### config.mk
export PLATFORM = sky130hd
export DESIGN_NAME = store_controller
export DESIGN_NICKNAME = d
export VERILOG_FILES = /design/src/rtl/store_controller.sv
export SDC_FILE = /design/constraint.sdc
export NUM_CORES = 1
export LEC_CHECK = 0
export CAP_MARGIN = 15
export CORE_ASPECT_RATIO = 1.5
export CORE_MARGIN = 2
export CORE_UTILIZATION = 31
export CTS_CLUSTER_DIAMETER = 120
export DETAILED_ROUTE_END_ITERATION = 16
export HOLD_SLACK_MARGIN = 0.02
export PLACE_DENSITY_LB_ADDON = 0.2
export SYNTH_ARGS = -nofsm -noshare
export SYNTH_HDL_FRONTEND = slang
export SYNTH_SLANG_ARGS = --single-unit
### constraint.sdc
create_clock -name clk -period 3.3 [get_ports clk]
set_clock_uncertainty 0.05 [all_clocks]
set_input_delay 0.33 -clock clk [delete_from_list [all_inputs] [get_ports clk]]
set_output_delay 0.33 -clock clk [all_outputs]
set_load 0.05 [all_outputs]
### src/rtl/store_controller.sv
// Write-back sequencer: walks an output tile row by row from the accumulator
// bank onto the shared memory interface and reports completion.
module store_controller #(
    parameter int ADDR_W = 32,
    parameter int SIZE_W = 5
) (
    input  logic              clk,
    input  logic              rst,
    input  logic              can_store,
    input  logic [ADDR_W-1:0] tile_C_addr,
    input  logic [ADDR_W-1:0] tile_C_stride,
    input  logic [SIZE_W-1:0] msize,
    input  logic [SIZE_W-1:0] nsize,
    input  logic              mem_ready,
    output logic              gen_addr_store,
    output logic [ADDR_W-1:0] next_row_addr_store,
    output logic              interface_en_store,
    output logic [SIZE_W-1:0] interface_control_store,
    output logic              interface_rdwr_store,
    output logic              accum_rd_en,
    output logic [SIZE_W-1:0] accum_row,
    output logic              done_store,
    output logic              busy
);

    typedef enum logic [1:0] {IDLE, WRITE, DONE} state_t;

    state_t            state;
    logic [SIZE_W-1:0] row;
    logic [SIZE_W-1:0] msize_q;
    logic [SIZE_W-1:0] nsize_q;
    logic [ADDR_W-1:0] addr;
    logic [ADDR_W-1:0] stride_q;
    logic              last_row;
    logic [ADDR_W-1:0] addr_step;

    // msize_q is never zero while in WRITE, so the subtraction cannot underflow there.
    assign last_row  = (row == msize_q - 1'b1);
    assign addr_step = addr + stride_q;

    always_ff @(posedge clk or negedge rst) begin
        if (!rst) begin
            state    <= IDLE;
            row      <= '0;
            msize_q  <= '0;
            nsize_q  <= '0;
            addr     <= '0;
            stride_q <= '0;
        end else begin
            case (state)
                IDLE: begin
                    if (can_store) begin
                        msize_q  <= msize;
                        nsize_q  <= nsize;
                        stride_q <= tile_C_stride;
                        addr     <= tile_C_addr;
                        row      <= '0;
                        state    <= (msize == '0) ? DONE : WRITE;
                    end
                end
                WRITE: begin
                    if (mem_ready) begin
                        row <= row + 1'b1;
                        if (last_row) state <= IDLE;
                        else          addr  <= addr_step;
                    end
                end
                DONE:    state <= IDLE;
                default: state <= IDLE;
            endcase
        end
    end

    // Address load and completion are combinational so they line up with the accepted write.
    always_comb begin
        gen_addr_store          = 1'b0;
        next_row_addr_store     = '0;
        interface_en_store      = 1'b0;
        interface_control_store = '0;
        interface_rdwr_store    = 1'b0;
        accum_rd_en             = 1'b0;
        accum_row               = '0;
        done_store              = 1'b0;
        busy                    = (state != IDLE);
        case (state)
            IDLE: begin
                if (can_store) begin
                    gen_addr_store      = 1'b1;
                    next_row_addr_store = tile_C_addr;
                end
            end
            WRITE: begin
                interface_en_store      = 1'b1;
                interface_rdwr_store    = 1'b1;
                interface_control_store = nsize_q;
                accum_row               = row;
                if (mem_ready) begin
                    accum_rd_en = 1'b1;
                    if (last_row) begin
                        done_store = 1'b1;
                    end else begin
                        gen_addr_store      = 1'b1;
                        next_row_addr_store = addr_step;
                    end
                end
            end
            DONE:    done_store = 1'b1;
            default: ;
        endcase
    end

endmodule

==> impl_metrics.yaml, run 1 <==
synth:
  synth-simple-area-share_pct: 25.7
  synth.avg_cell_area_um2: 7.88
  synth_top_area_share_pct: 35.1
  synthArstFlopShare_pct: 100
  yosys.area.top_type: "dfrtp_1"
  seq_area_frac_synth_pct: 35.1
  synth_xor_xnor_area_share_pct: 5.30
  synth_compound_area_share_pct: 19.5
  synth-seq-cells: 81
  synth-edff-count: 0
  synthesis.instances: 734
  synth_area_leaders: "dfrtp_1 (35%), nand2_1 (13%), ha_1 (7.8%)"
  synth_fa_ha_area_share_pct: 8.14
  synth_cell_types: 57
  ys.warnings.count: 0
  yosysMostFrequentCell: "nand2_1"
  ys_top_cells_by_count: "nand2_1 (203), dfrtp_1 (81), a21oi_1 (48), o21ai_0 (41), nor2_1 (38)"
  syn-num-nets: 849
  synth_top_family_by_area: "simple AND/OR/NAND/NOR gates"
  syn-cell-area_um2: 5780
  ys.flop_type: "dfrtp_1"
  synthMuxAreaShare_pct: 2.16
final_layout:
  area_delta_synth_final_pct: 44.2
  drive_gt1_share_pct: 17.8
  seqCellArea_um2: 2030
  final_nets: 979
  n_antenna_cell: 0
  n_fill_cell: 1834
  multiInputGateArea_um2: 3840
routing:
  drt_iter0_drc: 271
  top_layer_used: "met4"
  met3_length_um: 487
  via_count: 5621
  drc: 0
  avgViaCountPerCell: 5.01
  wl_met2_um: 9640
  ant_nets: 0
  drt_first_pass_iters: 4
  drt-wirelength-per-cell_um: 16.1
  met1_length_um: 7540
  routed_wl_um: 18100
clock_tree:
  clk_latency_ns: 0.34
  ctsRootBufferMaster: "clkbuf_16"
  htreeDepth: 3
  tritoncts: "built"
  clk_pin_slew_ns: 0.07
  clock_sinks: 81
  cts_hold_buf: 0
  clk_path_buf_depth: 2
  cts_buffers: 9
floorplan:
  die_w_um: 115
  rows: 61
  initial_core_util_pct: 31.4
  core_area_um2: 18400
  die_h_um: 171
  io_pins: 126
  die-area_um2: 19800
critical_path:
  startpoint_type: "flip-flop"
  crit_type: "flip-flop to output pin"
  critPathMaxFanout: 7
  worstPathArrival_ns: 2.86
  endpoint_kind: "output pin"
  cp_data_required_time_ns: 2.92
sta:
  final.setup.tns_ns: 0
  rsz0062_at_grt: "true"
  finalSetupViolCount: 0
  hold_violations: 0
  clock.fmax_ghz: 0.309
  slew_headroom_pct: 40.6
  fin_crit_sh_pct: 98.2
  worst_pin_slew_ns: 0.891
  min_period_ns: 3.24
  slew_viol_final: 0
placement:
  place_congestion: 0.866
  dp_hpwl_um: 13100
  io_buffers: 125
outcome:
  status: "complete, no violations"
grt:
  overflow: 0
  antenna_found_initial: 0
  grt_max_degree: 78
  grt_use_total_pct: 18.5
  grt_pass1_vias: 5761
  grt_pass1_wl_um: 29000
job:
  maxCapViolCount: 0
worst_hold_path:
  hp-class: "input port to asynchronous set/reset pin"
==> sequential cells by signal, summed over array words and instances (netlist names) <==
signal	count
addr	32
msize_q	5
state	2
nsize_q	5
stride_q	32
row	5
==> per-layer routing <==
| layer | vias to the layer above | track usage [%] |
|---|---|---|
| met1 | 2677 | 22.4 |
| met4 | 0 | 6.39 |
| met2 | 120 | 33.6 |
| met5 | - | 0 |
| met3 | 20 | 1.83 |
| li1 | 2804 | - |
==> per-stage QoR <==
| step | std cells | util [%] | hold WS (ns) | worst slack [ns] | area (µm²) |
|---|---|---|---|---|---|
| floorplan | 734 | - | -0.0156 | 0.0227 | 5820 |
| global placement | 1087 | 41.4 | 0.402 | 0.165 | 7610 |
| detailed placement | 1087 | 41.4 | 0.405 | 0.137 | 7610 |
| CTS | 1111 | 44.2 | 0.108 | 0.00755 | 8130 |
| global route | 1121 | 45.3 | 0.147 | -0.106 | 8330 |
| finish | 1121 | 45.3 | 0.0706 | 0.0601 | 8330 |
==> cell type report <==
class	instances	share of cell area, %
clock buffer	10	2.87
clock inverter	6	0.871
inverter	14	0.676
multi-input combinational	597	46.1
sequential	81	24.3
tap	252	3.78
timing repair buffer	161	21.4
==> repair_timing <==
action | in CTS | in global routing
endpoints found under the hold margin | 0 | 0
gates cloned | 0 | 0
pin swaps | 17 | 21
endpoints found under the setup margin | 14 | 18
resized for setup | 32 | 34
setup buffers | 8 | 10
==> worst max-delay path, cell delays in order (launching register included) <==
cell and delay, ns:
dfrtp_1 0.42, ha_4 0.33, nand4_1 0.17, or3_1 0.43
o21ai_2 0.10, nor4b_4 0.07, buf_4 0.17, nor4_4 0.33
nor3_2 0.10, o31ai_4 0.24, buf_12 0.17
==> worst paths after layout <==
kind,endpoint,slack (ns),depth (start not counted),from
setup / recovery,next_row_addr_store[25],0.06,10,stride_q[12]$_DFFE_PN0P_
min in group clk,nsize_q[4]$_DFFE_PN0P_,0.42,2,nsize_q[4]$_DFFE_PN0P_
max in group asynchronous,state[1]$_DFFE_PN0P_,2.44,2,rst
setup reg to reg,addr[29]$_DFFE_PN0P_,0.52,11,stride_q[4]$_DFFE_PN0P_
hold / removal,stride_q[27]$_DFFE_PN0P_,0.07,1,rst
hold reg to reg,nsize_q[4]$_DFFE_PN0P_,0.42,2,nsize_q[4]$_DFFE_PN0P_
==> cells by family after synthesis <==
logic type / count (synthesis)
adder cells (fa/ha/maj): 37
AO/OA/AOI/OAI: 182
buffers and inverters: 56
AND/OR/NAND/NOR: 331
flip-flops: 81
multiplexers: 12
XOR/XNOR: 35
==> placed cells by master (no fill, tap or decap), types with 3 or more instances in the layout <==
| cell type | n |
|---|---|
| a21o_1 | 10 |
| a21oi_1 | 36 |
| a21oi_2 | 13 |
| a22o_1 | 16 |
| a31oi_1 | 10 |
| and2_1 | 12 |
| and3_1 | 3 |
| buf_12 | 27 |
| buf_4 | 42 |
| clkbuf_16 | 9 |
| clkdlybuf4s50_1 | 90 |
| dfrtp_1 | 81 |
| ha_1 | 21 |
| ha_2 | 8 |
| ha_4 | 7 |
| inv_1 | 11 |
| inv_6 | 3 |
| mux2i_1 | 11 |
| nand2_1 | 203 |
| nand2b_1 | 4 |
| nand3_1 | 10 |
| nand4_1 | 13 |
| nor2_1 | 36 |
| nor2b_1 | 12 |
| nor3_1 | 8 |
| nor3_2 | 4 |
| o21a_1 | 11 |
| o21ai_0 | 28 |
| o21ai_1 | 23 |
| o21ai_2 | 10 |
| o21bai_1 | 4 |
| or3_1 | 7 |
| or4_1 | 3 |
| xnor2_1 | 13 |
| xor2_1 | 21 |
Power of run 1 is not shown: default switching activity piles up to over one toggle a cycle in this logic, so the estimate is an artifact.
==> run 2, diff against run 1 <==
--- a/config.mk
+++ b/config.mk
@@ -5,9 +5,11 @@
 export SDC_FILE = /design/constraint.sdc
 export NUM_CORES = 1
 export LEC_CHECK = 0
+export ABC_AREA = 1
 export CAP_MARGIN = 15
+export CELL_PAD_IN_SITES_DETAIL_PLACEMENT = 0
+export CELL_PAD_IN_SITES_GLOBAL_PLACEMENT = 1
 export CORE_ASPECT_RATIO = 1.5
-export CORE_MARGIN = 2
 export CORE_UTILIZATION = 31
 export CTS_CLUSTER_DIAMETER = 120
 export DETAILED_ROUTE_END_ITERATION = 16
==> impl_metrics.yaml, run 2 <==
outcome:
  status: "complete, no violations"
clock_tree:
  ctsRootBufferMaster: "clkbuf_16"
  htreeDepth: 3
  clk_path_buf_depth: 2
  clk_latency_ns: 0.36
  clk_pin_slew_ns: 0.07
  cts_buffers: 9
  tritoncts: "built"
  cts_hold_buf: 0
  clock_sinks: 81
synth:
  synth_cell_types: 37
  synth-edff-count: 0
  yosys.area.top_type: "dfrtp_1"
  synthArstFlopShare_pct: 100
  synth.avg_cell_area_um2: 6.12
  syn-cell-area_um2: 6520
  synth_area_leaders: "dfrtp_1 (31%), nand2_1 (26%), inv_1 (9.5%)"
  ys.flop_type: "dfrtp_1"
  ys_top_cells_by_count: "nand2_1 (459), inv_1 (165), dfrtp_1 (81), nor2_1 (80), nand3_1 (53)"
  synth_top_area_share_pct: 31.1
  seq_area_frac_synth_pct: 31.1
  syn-num-nets: 1180
  synthesis.instances: 1065
  synth-seq-cells: 81
  ys.warnings.count: 0
  yosysMostFrequentCell: "nand2_1"
grt:
  grt_pass1_wl_um: 34400
  grt_pass1_vias: 6861
  overflow: 0
  grt_max_degree: 75
  antenna_found_initial: 0
  grt_use_total_pct: 20.4
routing:
  via_count: 6593
  avgViaCountPerCell: 4.54
  routed_wl_um: 21100
  drt_first_pass_iters: 5
  ant_nets: 0
  drt_iter0_drc: 283
  drt-wirelength-per-cell_um: 14.5
  drc: 0
critical_path:
  endpoint_kind: "output pin"
  cp_data_required_time_ns: 2.92
  worstPathArrival_ns: 2.73
  startpoint_type: "flip-flop"
  critPathMaxFanout: 5
  crit_type: "flip-flop to output pin"
sta:
  finalSetupViolCount: 0
  worst_pin_slew_ns: 1.01
  min_period_ns: 3.11
  final.setup.tns_ns: 0
  fin_crit_sh_pct: 94.1
  rsz0062_at_grt: "false"
  slew_headroom_pct: 32.9
  hold_violations: 0
  slew_viol_final: 0
  clock.fmax_ghz: 0.322
floorplan:
  core_area_um2: 20500
  io_pins: 126
  rows: 64
  initial_core_util_pct: 31.8
  die_h_um: 180
  die-area_um2: 21600
  die_w_um: 120
placement:
  place_congestion: 0.871
  dp_hpwl_um: 16500
  io_buffers: 125
final_layout:
  largestRegisters: "addr: 32 flops, stride_q: 32 flops"
  area_delta_synth_final_pct: 32.8
  layout_commonest_cell: "nand2_1"
  final_nets: 1297
  drive_gt1_share_pct: 6.32
  layout_common_cells: "nand2_1 (458), inv_1 (165), clkdlybuf4s50_1 (89)"
  n_antenna_cell: 0
job:
  maxCapViolCount: 0
worst_hold_path:
  hp-class: "input port to asynchronous set/reset pin"
==> run 2: layer usage <==
metal  GRT usage, %  wire length [µm]
met4           7.41               477
met1           22.6              8670
met2           38.7             11300
met5              0                 0
met3           2.60               607
==> run 2: stage by stage <==
step	instances	util (%)	worst slack (ns)	area, µm²	hold WS, ns
after floorplan	1065	-	0.0838	6520	-0.0156
after global placement	1435	40.7	0.447	8350	0.413
after detailed placement	1435	40.7	0.397	8350	0.419
after CTS	1451	42.2	0.0167	8650	0.132
after global routing	1451	42.2	0.00368	8650	0.178
final	1451	42.2	0.195	8650	0.0857
==> run 2: layout make-up <==
type                       instances  area, µm²
sequential                        81       2030
timing repair buffer             136       1640
clock buffer                       9        225
inverter                         166        623
clock inverter                     7       76.3
multi-input combinational        788       3730
tap                              264        330
fill                            2271      11800
==> run 2: path summary, 6_finish.rpt <==
| check | slack, ns | start | to | depth (start not counted) |
|---|---|---|---|---|
| worst min register to register | 0.43 | addr[2]$_DFFE_PN0P_ | addr[2]$_DFFE_PN0P_ | 2 |
| worst max-delay path | 0.19 | stride_q[24]$_DFFE_PN0P_ | next_row_addr_store[26] | 10 |
| max in group asynchronous | 2.40 | rst | stride_q[11]$_DFFE_PN0P_ | 2 |
| min in group clk | 0.43 | addr[2]$_DFFE_PN0P_ | addr[2]$_DFFE_PN0P_ | 2 |
| worst max register to register | 0.56 | state[1]$_DFFE_PN0P_ | addr[10]$_DFFE_PN0P_ | 8 |
| worst min-delay path | 0.09 | rst | stride_q[17]$_DFFE_PN0P_ | 1 |
==> run 2: kinds of logic (layout without fill, tap and decap cells) <==
group,Yosys count,after routing,synth area share (%)
xor+xnor,8,8,1.08
simple gates,612,612,37.4
flops,81,81,31.1
buf+inv,196,318,11.9
compound gates,131,131,11.3
fa+ha+maj,37,37,7.22
==> run 2: worst max-delay path: stages, from the launching register on <==
cell	delay, ns
dfrtp_1	0.40
ha_1	0.43
nand2_1	0.13
nor2_1	0.26
nand2_1	0.15
nor2_1	0.12
nand2_1	0.08
nand3_1	0.10
nand3_1	0.15
o21ai_0	0.35
buf_12	0.18
==> run 2: what timing repair did <==
action,CTS,global route
endpoints found under the hold margin,0,0
setup endpoints to repair,0,8
setup buffers,0,0
resized for setup,0,9
Power of run 2 is left out for the same reason.
==> run 3, diff against run 2 <==
==> constraint.sdc (replaced) <==
create_clock -name clk -period 3.3 [get_ports clk]
set_clock_uncertainty 0.05 [all_clocks]
set_input_delay 0.99 -clock clk [delete_from_list [all_inputs] [get_ports clk]]
set_output_delay 0.99 -clock clk [all_outputs]
set_load 0.05 [all_outputs]
==> impl_metrics.yaml, run 3 (same netlist as run 2, synthesis figures left out) <==
final_layout:
  post-route-util_pct: 53.2
  multiInputGateArea_um2: 4970
  drive_gt1_share_pct: 31.2
  finalNonFillerCells: 1536
  layout_common_cells: "nand2_1 (380), inv_1 (153), dfrtp_1 (80)"
  final_area_um2: 10900
  layout_commonest_cell: "nand2_1"
  seqCellArea_um2: 2030
  final_nets: 1382
  largestRegisters: "addr: 32 flops, stride_q: 32 flops"
  n_antenna_cell: 0
  n_fill_cell: 2106
  area_delta_synth_final_pct: 67.2
routing:
  ant_nets: 0
  avgViaCountPerCell: 4.63
  routed_wl_um: 22900
  drc: 0
  drt-wirelength-per-cell_um: 14.9
  via_count: 7115
  drt_iter0_drc: 259
  drt_first_pass_iters: 5
placement:
  placedCellCount: 1483
  io_buffers: 125
  dp_hpwl_um: 17100
  place_area_um2: 9100
  place_congestion: 0.886
critical_path:
  cpPeakStageDelay_ns: 0.41
  critPathBufInv: 2
  path_delay_family: "simple AND/OR/NAND/NOR gates"
  path_cells: "ha_4 > nand2_2 > nand2_1 > nand2_1 > nand2_1 > nand2_1 > nand3b_1 > buf_4 > nand2_4 > nand2_2 > nand2_2 > nand3_4 > o21ai_4 > buf_12"
  slowest_stage: "dfrtp_1"
  endpoint_kind: "output pin"
  startpoint_type: "flip-flop"
  critPathMaxFanout: 6
  crit_type: "flip-flop to output pin"
  crit_top_cell: "nand2_1"
  cp_data_required_time_ns: 2.26
  worstPathArrival_ns: 2.46
sta:
  worst_slack_ns: -0.201
  rsz0062_at_grt: "true"
  hold_violations: 0
  finalSetupViolCount: 23
  slew_viol_final: 0
  fin_crit_sh_pct: 106
  worst_pin_slew_ns: 0.583
  min_period_ns: 3.50
  final.setup.tns_ns: -2.03
  slew_headroom_pct: 61.1
  clock.fmax_ghz: 0.286
grt:
  grt_pass1_vias: 7021
  overflow: 0
  grt_max_degree: 42
  grt_use_total_pct: 21.4
  antenna_found_initial: 0
  grt_pass1_wl_um: 36100
clock_tree:
  clk_latency_ns: 0.35
  tritoncts: "built"
  ctsRootBufferMaster: "clkbuf_16"
  clk_path_buf_depth: 2
  clk_pin_slew_ns: 0.07
  cts_buffers: 9
  cts_hold_buf: 0
  htreeDepth: 3
  clock_sinks: 81
floorplan:
  initial_core_util_pct: 31.8
  die_w_um: 120
  io_pins: 126
  die-area_um2: 21600
  die_h_um: 180
  rows: 64
  core_area_um2: 20500
outcome:
  violations: "negative setup slack"
  status: "complete, but fails checks"
job:
  maxCapViolCount: 0
worst_hold_path:
  hp-class: "flip-flop to flip-flop"
run 3: final timing paths:
path,startpoint,endpoint,slack (ns),cells past startpoint
setup / recovery,stride_q[3]$_DFFE_PN0P_,next_row_addr_store[26],-0.20,14
hold reg to reg,nsize_q[3]$_DFFE_PN0P_,nsize_q[3]$_DFFE_PN0P_,0.43,2
min in group asynchronous,rst,addr[24]$_DFFE_PN0P_,0.59,1
max in group asynchronous,rst,addr[15]$_DFFE_PN0P_,1.98,2
setup reg to reg,state[1]$_DFFE_PN0P_,addr[19]$_DFFE_PN0P_,0.91,12
hold / removal,nsize_q[3]$_DFFE_PN0P_,nsize_q[3]$_DFFE_PN0P_,0.43,2
run 3: layer usage:
layer | vias to the layer above | wire length, µm | track usage (%)
li1 | 3685 | - | -
met1 | 3312 | 9540 | 24.8
met2 | 98 | 12400 | 40.0
met3 | 20 | 537 | 3.05
met4 | 0 | 496 | 6.37
met5 | - | 0 | 0
run 3: area by class of cell:
cell class | count | share of cell area [%]
inverter | 166 | 5.79
multi-input combinational | 788 | 45.6
clock buffer | 11 | 2.32
tap | 264 | 3.03
clock inverter | 5 | 0.344
sequential | 81 | 18.6
timing repair buffer | 221 | 24.3
run 3: what timing repair did:
| action | in CTS | in global routing |
|---|---|---|
| setup endpoints to repair | 30 | 32 |
| pin swaps | 49 | 91 |
| gates cloned | 2 | 0 |
| resized for setup | 146 | 125 |
| setup buffers | 9 | 30 |
run 3: stage by stage:
step,hold WS [ns],worst slack (ns)
after floorplan,0.398,-0.201
after global placement,0.415,-0.0543
after detailed placement,0.415,-0.0997
after CTS,0.434,-0.210
after global routing,0.464,-0.281
final,0.431,-0.201
run 3: worst min-delay path: stages (launching register included):
cell and delay [ns]:
dfrtp_1 0.35, nand2_1 0.05, nand2_1 0.05
Power of run 3 is left out for the same reason.
